--- config.mk ---
export PLATFORM = sky130hd
export DESIGN_NAME = cha_bus_sched
export DESIGN_NICKNAME = d
export VERILOG_FILES = /design/src/rtl/cha_bus_sched_pkg.sv /design/src/rtl/cha_bus_sched_arb.sv /design/src/rtl/cha_bus_sched.sv
export SDC_FILE = /design/constraint.sdc
export NUM_CORES = 1
export LEC_CHECK = 0
export ABC_AREA = 1
export ABC_CLOCK_PERIOD_IN_PS = 2960
export CAP_MARGIN = 40
export CORE_UTILIZATION = 65
export CTS_BUF_LIST = sky130_fd_sc_hd__clkbuf_8
export DETAILED_ROUTE_END_ITERATION = 6
export DONT_BUFFER_PORTS = 1
export PLACE_DENSITY_LB_ADDON = 0.15
export SYNTH_ARGS = -nofsm -noshare
export SYNTH_HDL_FRONTEND = slang
export SYNTH_SLANG_ARGS = --single-unit
export TNS_END_PERCENT = 10
--- constraint.sdc ---
create_clock -name clk_24m -period 2.96 [get_ports clk_24m]
set_input_delay 0.592 -clock clk_24m [delete_from_list [all_inputs] [get_ports clk_24m]]
set_output_delay 0.592 -clock clk_24m [all_outputs]
set_load 0.01 [all_outputs]
--- src/rtl/cha_bus_sched_pkg.sv ---
// cha_bus_sched_pkg: shared state encodings, owner codes and default timing for the CHA bus scheduler
package cha_bus_sched_pkg;
    typedef enum logic [2:0] {S_IDLE, S_ADDR, S_LATCH, S_WAIT, S_CAPTURE} state_t;
    typedef enum logic {OWN_SPR, OWN_FIX} owner_t;
    localparam int PCK_CYC_DEF    = 2;
    localparam int DATA_WAIT_DEF  = 3;
    localparam int STARVE_MAX_DEF = 4;
endpackage

--- src/rtl/cha_bus_sched_arb.sv ---
// cha_bus_sched_arb: sprite-priority winner select with a saturating fix starvation guard
module cha_bus_sched_arb
    import cha_bus_sched_pkg::*;
#(
    parameter int STARVE_MAX = STARVE_MAX_DEF
) (
    input  logic clk_24m,
    input  logic reset,
    input  logic idle,
    input  logic spr_req,
    input  logic fix_req,
    output logic win_spr,
    output logic win_fix
);
    localparam int SW = $clog2(STARVE_MAX + 1);
    logic [SW-1:0] cnt;
    assign win_fix = fix_req && (!spr_req || cnt == SW'(STARVE_MAX));
    assign win_spr = spr_req && !win_fix;
    // counts sprite grants that left a pending fix request waiting
    always_ff @(posedge clk_24m) begin
        if (reset)
            cnt <= '0;
        else if (idle && win_fix)
            cnt <= '0;
        else if (idle && win_spr)
            cnt <= fix_req ? (cnt == SW'(STARVE_MAX) ? cnt : cnt + 1'b1) : '0;
    end
endmodule

--- src/rtl/cha_bus_sched.sv ---
// cha_bus_sched: shares the cartridge CHA bus between sprite and fix fetchers with latch/wait/capture timing
module cha_bus_sched
    import cha_bus_sched_pkg::*;
#(
    parameter int PCK_CYC    = PCK_CYC_DEF,
    parameter int DATA_WAIT  = DATA_WAIT_DEF,
    parameter int STARVE_MAX = STARVE_MAX_DEF
) (
    input  logic        clk_24m,
    input  logic        reset,
    input  logic        spr_req,
    input  logic [19:0] spr_addr,
    input  logic        spr_ca4,
    output logic        spr_ack,
    output logic        spr_valid,
    output logic [31:0] spr_data,
    input  logic        fix_req,
    input  logic [15:0] fix_addr,
    input  logic        fix_s2h1,
    output logic        fix_ack,
    output logic        fix_valid,
    output logic [7:0]  fix_data,
    output logic [19:0] pbus_out,
    output logic        pbus_oe,
    output logic        pck1b,
    output logic        pck2b,
    output logic        ca4,
    output logic        s2h1,
    input  logic [31:0] cr,
    input  logic [7:0]  fixd,
    output logic        busy
);
    localparam int CW = $clog2((PCK_CYC > DATA_WAIT ? PCK_CYC : DATA_WAIT) + 1);
    state_t        state, state_n;
    owner_t        owner;
    logic [CW-1:0] cnt, cnt_n;
    logic          sel, win_spr, win_fix;
    cha_bus_sched_arb #(.STARVE_MAX(STARVE_MAX)) u_arb (
        .clk_24m (clk_24m),
        .reset   (reset),
        .idle    (state == S_IDLE),
        .spr_req (spr_req),
        .fix_req (fix_req),
        .win_spr (win_spr),
        .win_fix (win_fix)
    );
    always_comb begin
        state_n = state;
        cnt_n   = cnt + 1'b1;
        case (state)
            S_IDLE: begin
                cnt_n = '0;
                if (win_spr || win_fix) state_n = S_ADDR;
            end
            S_ADDR: begin
                cnt_n   = '0;
                state_n = S_LATCH;
            end
            S_LATCH: if (cnt == CW'(PCK_CYC - 1)) begin
                cnt_n   = '0;
                state_n = S_WAIT;
            end
            S_WAIT: if (cnt == CW'(DATA_WAIT - 1)) begin
                cnt_n   = '0;
                state_n = S_CAPTURE;
            end
            default: state_n = S_IDLE;
        endcase
    end
    always_ff @(posedge clk_24m) begin
        if (reset) begin
            state     <= S_IDLE;
            cnt       <= '0;
            owner     <= OWN_SPR;
            sel       <= 1'b0;
            pbus_out  <= '0;
            spr_valid <= 1'b0;
            fix_valid <= 1'b0;
            spr_data  <= '0;
            fix_data  <= '0;
        end else begin
            state     <= state_n;
            cnt       <= cnt_n;
            spr_valid <= state == S_CAPTURE && owner == OWN_SPR;
            fix_valid <= state == S_CAPTURE && owner == OWN_FIX;
            if (state == S_IDLE && win_spr) begin
                owner    <= OWN_SPR;
                sel      <= spr_ca4;
                pbus_out <= spr_addr;
            end else if (state == S_IDLE && win_fix) begin
                owner    <= OWN_FIX;
                sel      <= fix_s2h1;
                pbus_out <= {4'b0, fix_addr};
            end
            if (state == S_CAPTURE && owner == OWN_SPR) spr_data <= cr;
            if (state == S_CAPTURE && owner == OWN_FIX) fix_data <= fixd;
        end
    end
    assign busy    = state != S_IDLE;
    assign spr_ack = state == S_ADDR && owner == OWN_SPR;
    assign fix_ack = state == S_ADDR && owner == OWN_FIX;
    assign pbus_oe = state == S_ADDR || state == S_LATCH;
    assign pck1b   = !(state == S_LATCH && owner == OWN_SPR);
    assign pck2b   = !(state == S_LATCH && owner == OWN_FIX);
    assign ca4     = busy && owner == OWN_SPR && sel;
    assign s2h1    = busy && owner == OWN_FIX && sel;
endmodule

==> reports/metrics.yaml, run 1 <==
row_count: 24
post_cts_resized: 0
grt_pass1_vias: 2406
arrival_ps: 1630
min_path_cells: 1
fin_crit_ps: 2219
grt_overflow: 0
numPortBuffers: 0
grt_antenna_before_repair: 0
yosysWarnings: 0
grt_pass1_wl_mm: 10.21
maxSlewViolCount: 0
p_leak_nw: 1.418
nNetsFinal: 509
die_area_mm2: 0.005028
post_cts_buffers: 0
ir_worst_vdd_mv: 0.5290
cts_tree: "done"
gp_congestion: 0.9415
ys_ff_latch: 72
cts_htree_levels: 3
clk_latency_ps: 340
grt_usage_pct: 25.75
dp_hpwl_mm: 4.620
syn_inst: 427
seq_area_frac_synth_pct: 46.70
worstMarginPinSlew_ps: 606.1
syn_area_mm2: 0.003087
powerDensity_mw_per_mm2: 865.1
drtIter0Drc: 153
fmax_mhz: 450.7
path_clk_slew_ps: 70
core_area_mm2: 0.004444
clock_skew_ps: 10.30
cp-start-kind: "flop"
initial_utilization_pct: 69.45
final_cell_mix: "inv_1, nand2_1, dfxtp_1, a21oi_1, o21ai_0"
violations: "design-rule violations"
wirelength_mm: 6.418
via_per_inst: 5.382
area_delta_synth_final_pct: 8.148
dr.pass1.iters: 6
vias: 2567
avgSynthCellArea_um2: 7.229
worst-path-max-fanout: 9
setup_viol: 0
drc_errors: 22
max_cap_viol_count: 0
synth.distinct_cells: 24
outcome: "finished, violations left"
min_period_over_period_pct: 74.96
synth_nets: 516
die_width_um: 70.91
layout_commonest_cell: "inv_1"
grt_max_degree: 42
power.total_w: 0.002888
ios: 152
numCtsBuffers: 9
wl_per_cell_um: 13.45
finalHoldViolCount: 0
ant_nets: 0
antenna_cells: 0
relSlewSlack_pct: 59.55
clk_path_buf_depth: 2
ctsHoldBuffers: 0
hold_class: "input pin to flop"
tns_ps: 0
path_class: "flop to output pin"
grt_setup_unrepaired: "false"
die_y_um: 70.91
crit_required_ps: 2370
fill_cells: 353
cts_sinks: 72
clockRootBuffer: "clkbuf_8"
whs_ps: 318.0
layout-drive-gt1-share_pct: 6.118
worst_setup_path_end_kind: "output pin"
r2r_cells: 6
regToRegSetupSlack_ps: 1030
## through the flow
step	instances	util, %	setup slack (ps)	area (um2)
final	477	75.11	741.1	3338
after global routing	477	75.11	597.4	3338
after CTS	477	75.11	712.2	3338
after detailed placement	461	69.65	1076	3095
after global placement	460	69.03	1021	3068
after floorplan	427	-	1289	3087
## routing by layer
layer  vias up  wire [um]  track usage (%)
met1      1129       2683            28.48
met2       109       3046            44.34
met4         0        170            15.11
met3        19        517            7.123
met5         -          0                0
li1       1310          -                -
## cells by family after synthesis
| group | count (synthesis) | synth area share, % |
|---|---|---|
| AOI/OAI and AO/OA | 111 | 18.57 |
| xor gates and xnor gates | 1 | 0.2838 |
| adders and majority gates | 7 | 2.837 |
| buffers and inverters | 113 | 14.55 |
| DFF | 72 | 46.70 |
| and+or+nand+nor | 123 | 17.07 |
## Yosys cell counts, drive strengths merged
cell    number  area (um2)
a211oi       1       7.510
a21oi       66       341.6
a31oi        1       6.260
buf         10       62.56
clkbuf      11       41.29
clkinv       1       3.750
dfxtp       72        1441
ha           7       87.58
inv         91       341.6
nand2       78       295.3
nand3       26       130.1
nand4        2       18.77
nor2        12       55.06
nor3         3       15.01
o211ai       1       7.510
o21ai       42       210.2
or2          2       12.51
xor2         1       8.760
## power breakdown
group,internal (W),total [W],switching (W)
combinational,0.000218,0.000667,0.000449
sequential,0.00112,0.00130,0.000178
clock,0.000561,0.000922,0.000361
total,0.00190,0.00289,0.000989
## state kept, by name, summed over array words and instances (netlist names)
name	count
cnt	2
owner	1
sel	1
state	3
u_arb.cnt	3
fix_valid	1
spr_valid	1
pbus_out	20
fix_data	8
spr_data	32
## final timing paths
path                               from                   endpoint
setup / recovery  state[2]$_SDFFE_PP0P_                        ca4
hold / removal                    reset   pbus_out[2]$_SDFFE_PP0P_
setup reg to reg  state[2]$_SDFFE_PP0P_  pbus_out[14]$_SDFFE_PP0P_
hold reg to reg        sel$_SDFFE_PP0P_           sel$_SDFFE_PP0P_
## layout make-up
type	count	area [um2]	area share (%)
Inverter	92	345.3	10.34
Multi-Input combinational cell	242	1201	35.98
Tap cell	52	65.06	1.949
Clock buffer	9	123.9	3.711
Sequential cell	72	1441	43.18
Timing Repair Buffer	3	42.54	1.274
Clock inverter	7	118.9	3.561
## critical path: stages, from the launching register on
cell and delay [ps]:
dfxtp_1 400, clkinv_1 250, nand2_2 240, inv_1 110, nor3_1 290
(Power assumes the default switching activity.)
==> run 2: changes to the inputs <==
- ABC_CLOCK_PERIOD_IN_PS: 2960 -> 1830
- CORE_UTILIZATION: 65 -> 59
- clock period: 2.96 -> 1.83 ns (I/O delays scaled with it)
==> run 2 against run 1 <==
The run now ends clean. Cell area rose by 1.2%. Combinational power is 78% higher. Routed wire length is 2.1% higher. Non-clock buffer count rose by 5. Die area increased by 9.9%. Via count rose by 0.93%.
==> reports/metrics.yaml, run 2 (same netlist as run 1, synthesis figures left out) <==
post_cts_resized: 0  # unchanged
final_cell_mix: "inv_1, nand2_1, dfxtp_1, a21oi_1, o21ai_0"  # unchanged
grt_pass1_vias: 2280  # was 2406
outcome: "finished clean"  # was finished, violations left
grt_usage_pct: 23.13  # was 25.75%
grt_pass1_wl_mm: 9.742  # was 10.21 mm
relSlewSlack_pct: 63.73  # was 59.55%
row_count: 25  # was 24
gp_congestion: 0.8669  # was 0.9415
grt_antenna_before_repair: 0  # unchanged
wirelength_mm: 6.555  # was 6.418 mm
cts_sinks: 72  # unchanged
min_period_over_period_pct: 92.58
clockRootBuffer: "clkbuf_8"  # unchanged
drtIter0Drc: 103  # was 153
grt_setup_unrepaired: "true"  # was false
maxSlewViolCount: 0  # unchanged
wl_per_cell_um: 13.19  # was 13.45 um
dp_hpwl_mm: 4.791  # was 4.620 mm
fin_crit_ps: 1694
path_class: "flop to output pin"  # unchanged
clock_skew_ps: 5.972  # was 10.30 ps
die_area_mm2: 0.005525  # was 0.005028 mm2
largest_reg_flops: 32  # unchanged
cts_htree_levels: 3  # unchanged
area_delta_synth_final_pct: 9.485  # was 8.148%
cp_top_family: "flip-flops"  # was simple AND/OR/NAND/NOR gates
fin_area_mm2: 0.003379  # was 0.003338 mm2
initial_utilization_pct: 63.26  # was 69.45%
layout_commonest_cell: "inv_1"  # unchanged
cp_slowest_cell: "dfxtp_1"  # unchanged
die_y_um: 74.33  # was 70.91 um
post_cts_buffers: 0  # unchanged
max_cap_viol_count: 0  # unchanged
worstMarginPinSlew_ps: 542.6  # was 606.1 ps
core_area_mm2: 0.004880  # was 0.004444 mm2
numPortBuffers: 0  # unchanged
worst-path-max-fanout: 4  # was 9
numCtsBuffers: 9  # unchanged
crit_chain: "clkinv_1 -> nand2_2 -> inv_1 -> nor3_2"  # was clkinv_1 -> nand2_2 -> inv_1 -> nor3_1
arrival_ps: 1330  # was 1630 ps
cts_tree: "done"  # unchanged
place_area_mm2: 0.003169  # was 0.003095 mm2
cp-start-kind: "flop"  # unchanged
setup_viol: 0  # unchanged
clk_path_buf_depth: 2  # unchanged
grt_overflow: 0  # unchanged
timing.critical_path.buf_inv: 2  # unchanged
nNetsFinal: 514  # was 509
clk_latency_ps: 340  # about the same
ir_worst_vdd_mv: 0.7684  # was 0.5290 mV
grt_max_degree: 35  # was 42
die_width_um: 74.33  # was 70.91 um
ios: 152  # unchanged
layout-drive-gt1-share_pct: 7.907  # was 6.118%
vias: 2591  # was 2567
antenna_cells: 0  # unchanged
powerDensity_mw_per_mm2: 1328  # was 865.1 mW/mm2
ant_nets: 0  # unchanged
fmax_mhz: 590.3
dr.pass1.iters: 4  # was 6
hold_class: "input pin to flop"  # unchanged
cpPeakStageDelay_ps: 400  # about the same
ctsHoldBuffers: 0  # unchanged
drc_errors: 0  # was 22
crit_required_ps: 1460  # was 2370 ps
worst_setup_path_end_kind: "output pin"  # unchanged
reg_top3: "spr_data (32), pbus_out (20), fix_data (8)"  # unchanged
via_per_inst: 5.213  # was 5.382
regMostFlops: "spr_data"  # unchanged
path_clk_slew_ps: 70  # about the same
post-route-util_pct: 69.26  # was 75.11%
p_leak_nw: 1.422  # was 1.418 nW
finalHoldViolCount: 0  # unchanged
power.total_w: 0.004489  # was 0.002888 W
[run 2: changes by cell type in the layout (fill, tap and decap cells not counted), sizes merged]
cell,previous run,this run
buf,3,8
clkinvlp,1,3
bufinv,3,1
[run 2: report_power, final]
| part | internal, W | switching, W |
|---|---|---|
| registers | 0.00182 | 0.000289 |
| logic | 0.000432 | 0.000757 |
| clock network | 0.000617 | 0.000578 |
| total | 0.00287 | 0.00162 |
[run 2: worst paths after layout]
kind                        startpoint                  endpoint  slack (ps)  cells past startpoint
max              state[2]$_SDFFE_PP0P_                      s2h1         140                      4
min                              reset     state[1]$_SDFFE_PP0P_          90                      1
max reg2reg  u_arb.cnt[0]$_SDFFE_PP0P_  pbus_out[4]$_SDFFE_PP0P_         170                      9
min reg2reg           sel$_SDFFE_PP0P_          sel$_SDFFE_PP0P_         470                      2
[run 2: layout make-up]
class | count | area (um2)
repair buffers | 8 | 97.59
clock buffers | 9 | 123.9
fillers | 451 | 1500
multi-input cells | 242 | 1220
well taps | 67 | 83.83
inverters | 92 | 345.3
clock inverters | 7 | 65.06
flip-flops and latches | 72 | 1444
[run 2: worst register-to-register path: cells and delay by family (launching register included)]
family	cells	cell delay, ps
flops	1	360
buf+inv	3	390
fa+ha+maj	1	210
compound gates	1	60
simple gates	4	540
[run 2: per-stage QoR]
stage	TNS [ps]	hold WS, ps	instances	setup WS (ps)
3_5_place_dp	0	440.5	481	210.3
4_1_cts	-89.78	76.44	497	-46.88
3_3_place_gp	0	438.1	481	282.6
5_1_grt	-5.415	71.78	497	-5.415
6_report	0	89.12	497	135.9
2_1_floorplan	0	443.6	427	385.0
[run 2: routing by layer]
metal | GRT usage [%] | wire [um] | up-vias | part of all wire, %
met5 | 0 | 0 | - | 0
met2 | 40.30 | 3155 | 92 | 48
met1 | 26.16 | 2803 | 1165 | 43
met4 | 11.74 | 93 | 0 | 1.4
met3 | 5.962 | 503 | 11 | 7.7
li1 | - | - | 1323 | -
